[config.mk]
export PLATFORM = sky130hd
export DESIGN_NAME = unified_mem_arbiter
export DESIGN_NICKNAME = d
export VERILOG_FILES = /design/src/rtl/unified_mem_arbiter.sv
export SDC_FILE = /design/constraint.sdc
export NUM_CORES = 1
export LEC_CHECK = 0
export ABC_AREA = 0
export ABC_CLOCK_PERIOD_IN_PS = 2400
export BUFFER_PORTS_ARGS = -buffer_cell sky130_fd_sc_hd__buf_2
export CORE_MARGIN = 5
export CORE_UTILIZATION = 31
export CTS_BUF_LIST = sky130_fd_sc_hd__clkbuf_16
export CTS_CLUSTER_SIZE = 16
export DETAILED_ROUTE_END_ITERATION = 8
export PLACE_DENSITY = 0.81
export SYNTH_ARGS = -nofsm -noshare
export SYNTH_HDL_FRONTEND = slang
export SYNTH_SLANG_ARGS = --single-unit
[constraint.sdc]
create_clock -name clk_i -period 2.4 [get_ports clk_i]
set_input_delay 0.48 -clock clk_i [delete_from_list [all_inputs] [get_ports clk_i]]
set_output_delay 0.48 -clock clk_i [all_outputs]
set_load 0.02 [all_outputs]
[src/rtl/unified_mem_arbiter.sv]
// Single-port memory sequencer shared by instruction fetch and data access.
// Round-robin arbitration, one outstanding transaction, fixed-latency response pulse.
module unified_mem_arbiter #(
  parameter int unsigned ADDR_W  = 16,
  parameter int unsigned DATA_W  = 16,
  parameter int unsigned LATENCY = 2
) (
  input  logic              clk_i,
  input  logic              rst_i,
  input  logic              if_req_i,
  input  logic [ADDR_W-1:0] if_addr_i,
  output logic              if_gnt_o,
  output logic              if_rvalid_o,
  output logic [DATA_W-1:0] if_rdata_o,
  input  logic              d_req_i,
  input  logic              d_we_i,
  input  logic [ADDR_W-1:0] d_addr_i,
  input  logic [DATA_W-1:0] d_wdata_i,
  output logic              d_gnt_o,
  output logic              d_rvalid_o,
  output logic [DATA_W-1:0] d_rdata_o,
  output logic              mem_en_o,
  output logic              mem_we_o,
  output logic [ADDR_W-1:0] mem_addr_o,
  output logic [DATA_W-1:0] mem_wdata_o,
  input  logic [DATA_W-1:0] mem_rdata_i,
  output logic              busy_o
);

  localparam int unsigned CNT_W = 4;
  localparam logic SRC_FETCH = 1'b0;
  localparam logic SRC_DATA  = 1'b1;

  typedef enum logic {S_IDLE, S_WAIT} state_e;

  state_e             state_q, state_d;
  logic [CNT_W-1:0]   cnt_q, cnt_d;
  logic               owner_q, owner_d;
  logic               owner_we_q, owner_we_d;
  logic               last_gnt_q, last_gnt_d;
  logic               complete;
  logic               issue_ok;
  logic               issue;
  logic               win;

  // Next-state, arbitration and response generation
  always_comb begin
    state_d     = state_q;
    cnt_d       = cnt_q;
    owner_d     = owner_q;
    owner_we_d  = owner_we_q;
    last_gnt_d  = last_gnt_q;
    if_gnt_o    = 1'b0;
    if_rvalid_o = 1'b0;
    if_rdata_o  = '0;
    d_gnt_o     = 1'b0;
    d_rvalid_o  = 1'b0;
    d_rdata_o   = '0;
    mem_en_o    = 1'b0;
    mem_we_o    = 1'b0;
    mem_addr_o  = '0;
    mem_wdata_o = '0;

    complete = !rst_i && (state_q == S_WAIT) && (cnt_q == CNT_W'(1));
    issue_ok = !rst_i && ((state_q == S_IDLE) || complete);
    // On a tie the requester that did not win last time goes next
    win      = (if_req_i && d_req_i) ? ~last_gnt_q : d_req_i;
    issue    = issue_ok && (if_req_i || d_req_i);
    busy_o   = !rst_i && (state_q == S_WAIT);

    if (complete) begin
      if (owner_q == SRC_DATA) begin
        d_rvalid_o = 1'b1;
        d_rdata_o  = owner_we_q ? '0 : mem_rdata_i;
      end else begin
        if_rvalid_o = 1'b1;
        if_rdata_o  = mem_rdata_i;
      end
    end

    if (state_q == S_WAIT) begin
      cnt_d = cnt_q - CNT_W'(1);
      if (cnt_q == CNT_W'(1)) begin
        state_d = S_IDLE;
      end
    end

    if (issue) begin
      mem_en_o = 1'b1;
      if (win == SRC_DATA) begin
        d_gnt_o     = 1'b1;
        mem_we_o    = d_we_i;
        mem_addr_o  = d_addr_i;
        mem_wdata_o = d_wdata_i;
      end else begin
        if_gnt_o   = 1'b1;
        mem_addr_o = if_addr_i;
      end
      owner_d    = win;
      owner_we_d = win & d_we_i;
      last_gnt_d = win;
      cnt_d      = CNT_W'(LATENCY);
      state_d    = S_WAIT;
    end
  end

  always_ff @(posedge clk_i) begin
    if (rst_i) begin
      state_q    <= S_IDLE;
      cnt_q      <= '0;
      owner_q    <= SRC_FETCH;
      owner_we_q <= 1'b0;
      last_gnt_q <= SRC_DATA;
    end else begin
      state_q    <= state_d;
      cnt_q      <= cnt_d;
      owner_q    <= owner_d;
      owner_we_q <= owner_we_d;
      last_gnt_q <= last_gnt_d;
    end
  end

endmodule

==> metrics.md <==
| Metric | Value |
|---|---|
| Cell variety after synth | `31` |
| Setup crit end | `mem_wdata_o[5]` |
| Finish-stage setup viols | `0` |
| Sequential share of the synthesized area | `0.157` |
| CTS Buffer Depth | `2` |
| Critical path's slowest cell | `or3b_4` |
| Number of buffers created by CTS | `3` |
| VDD IR max | `349 uV` |
| Ports | `140` |
| CP max stage delay | `0.41 ns` |
| Design Power | `between 700 and 800 uW` |
| Status | `finished clean` |
| R2R setup slack | `about 0.81 ns` |
| Mapped cell area | `around 1000 um2` |
| Max_slew headroom | `0.620` |
| Minimum clock period | `between 2 and 2.5 ns` |
| Critical Path RT | `1.92 ns` |
| Layout Area Growth over Synthesis | `104%` |
| Flops & latches, synth | `8` |
| Antenna-violating nets left | `0` |
| Worst path arrival time | `around 1.9 ns` |
| Drt wl/cell | `between 10 and 15 um` |
| CTS clk-pin slew, worst paths | `approximately 0.030 ns` |
| Syn Nets | `roughly 230` |
| DRC violations left | `0` |
| Register Area | `163 um2` |
| Synthesis Warnings | `0` |
| Clk_lat worst skew | `about 0.23 ns` |
| Initial antenna violation count | `0` |
| Nets | `about 370` |
| Most frequent cells in the layout | `116 x buf_2, 36 x nand2_1, 33 x and2_1` |
| Via density | `approximately 4.6` |
| First-pass GRT wire length | `a little under 6 mm` |
| Pwr Density | `just under 400 nW/um2` |
| Setup TNS | `0 ns` |
| DR vias | `about 1,600` |
| Path depth of the worst reg2reg path | `7` |
| DR pass1 iterations | `4` |
| FF-to-FF End | `owner_we_q` |
| Crit. Startpoint | `cnt_q[1]` |
| Maxcap violations | `0` |
| Crit path kind | `flop to primary output` |
| Hold crit path type | `flop to flop` |
| Core area | `approximately 3100 um2` |
| CP Buf/Inv Count | `3` |
| Total gr overflow | `0` |
| Hold_buf cts | `0` |
| Hold path start | `owner_we_q` |
| Crit-path max FO | `4` |
| Maximum clock rate | `between 0.4 and 0.5 GHz` |
| Worst Max-Slew Pin Slew | `~0.57 ns` |
| Effective utilization at floorplan | `0.328` |
| Num rows | `20` |
| Num Clock Sinks | `8` |
| Post-route core utilization | `0.668` |
| RD Place Congestion | `between 0.7 and 0.8` |
| Filler cells | `slightly above 300` |
| # diodes | `0` |
| Post-place setup slack | `between 0.04 and 0.05 ns` |
| Max Clock Skew | `about 0.00053 ns` |
| Synth Instances | `158` |
| CTS tree | `yes` |
| RSZ-0062 raised after global routing | `true` |
| Commonest non-fill, non-tap cell in the layout | `buf_2` |
| Vias in the first global route | `1,338` |
| Total Routing Usage GR | `0.163` |
| Fin worst setup slack | `roughly 0.034 ns` |
| Clk Tree Root Cell | `clkbuf_16` |
| # port buffers | `between 100 and 150` |
| Post-DP HPWL | `roughly 3.5 mm` |
| Layout cell share with drive strength beyond 1 | `0.595` |
| CTS H-tree lvls | `1` |
| Tcrit/Tclk final | `0.986` |
| CP endpoint kind | `primary output` |
| CP Cell Sequence | `inv_2, ha_4, or3b_4, a211oi_4, buf_4, and2_4, buf_6` |
| Die ar. | `roughly 4500 um2` |
| FF-to-FF Start | `cnt_q[1]` |
| CP startpoint kind | `flop` |
| CP top delay family | `simple AND/OR/NAND/NOR gates` |
| Die width | `slightly below 70 um` |
| Largest net degree at the start of global routing | `19` |
| WL final | `about 4.3 mm` |
| Pleak | `around 1.2 nW` |
| Final Hold Violating Endpoints | `0` |
| Area occupied by multi-input gates | `837 um2` |
| Die extent in y | `between 60 and 70 um` |
| Avg Inst Size Synth | `around 6.4 um2` |
| CP Depth | `7` |
| Final Max Slew Viols | `0` |
| Initial DRC count | `15` |
[synth_stat cells, drive strengths merged]
cell type / number / area, um2
inv: 6 / 22.5
a21boi: 1 / 7.51
nand3: 1 / 5.00
o21bai: 2 / 15.0
ha: 2 / 25.0
or3b: 1 / 11.3
nor3: 5 / 35.0
xor2: 1 / 8.76
o21ai: 2 / 10.0
nand2: 36 / 135
o211ai: 1 / 7.51
nor3b: 1 / 7.51
clkbuf: 4 / 15.0
a21o: 1 / 7.51
o311ai: 1 / 8.76
and2: 48 / 300
nand2b: 2 / 12.5
dfxtp: 8 / 160
xnor2: 1 / 8.76
nand4bb: 1 / 11.3
a211o: 1 / 8.76
a211oi: 1 / 20.0
a21oi: 18 / 90.1
o221ai: 1 / 8.76
a21bo: 1 / 10.0
buf: 6 / 36.3
nor4b: 1 / 8.76
nor2: 3 / 11.3
o32ai: 1 / 8.76
[repair_timing]
action,CTS,global route
pin swaps,1,13
setup buffers,3,2
endpoints found under the hold margin,0,0
resized for setup,2,61
setup endpoints to repair,19,34
[through the flow]
step	cell area, um2	hold WS (ns)	std cells
floorplan	1020	0.460	158
global placement	1770	0.478	337
detailed placement	1770	0.485	337
CTS	1880	0.488	343
global route	2070	0.513	345
finish	2070	0.487	345
[cell families after synthesis]
kind of cell | synth area share
flip-flops | 0.157
XOR/XNOR | 0.0172
AND/OR/NAND/NOR | 0.529
AO/OA/AOI/OAI | 0.199
adder cells (fa/ha/maj) | 0.0246
buffers and inverters | 0.0726
[how the worst min path moves through the flow]
stage               slack, ns    endpoint  cells past startpoint
finish                   0.49  owner_we_q                      2
global placement         0.48  owner_we_q                      2
detailed placement       0.49  owner_we_q                      2
floorplan                0.46  owner_we_q                      2
CTS                      0.49  owner_we_q                      2
global route             0.51  owner_we_q                      2
[final cells by class]
type	instances	share of cell area
repair buffers	150	0.442
multi-input cells	134	0.404
flip-flops and latches	8	0.0785
clock buffers	3	0.0362
well taps	44	0.0266
inverters	6	0.0127
[flip-flops by register name, indices dropped and copies added (netlist names)]
| register | flops |
|---|---|
| cnt_q | 4 |
| owner_we_q | 1 |
| last_gnt_q | 1 |
| owner_q | 1 |
| state_q | 1 |
[worst reg2reg max path, cell delays in order (launching register included)]
cell        delay, ns
dfxtp_2          0.32
inv_2            0.07
ha_4             0.13
or3b_4           0.41
a21o_1           0.22
buf_12           0.16
clkinvlp_4       0.10
o32ai_1          0.07
[where the power goes]
part	switching, mW	leakage [nW]	internal, mW
logic	0.177	1.09	0.163
registers	0.0236	0.0667	0.154
clock network	0.0643	0.0370	0.215
[metal layers]
| layer | part of all wire | routed length (um) | track usage |
|---|---|---|---|
| met5 | 0 | 0 | 0 |
| met4 | 0.018 | 78 | 0.0456 |
| met3 | 0.11 | 471 | 0.0549 |
| met2 | 0.55 | 2370 | 0.310 |
| met1 | 0.32 | 1400 | 0.168 |
Power figures use the tool's default switching activity.
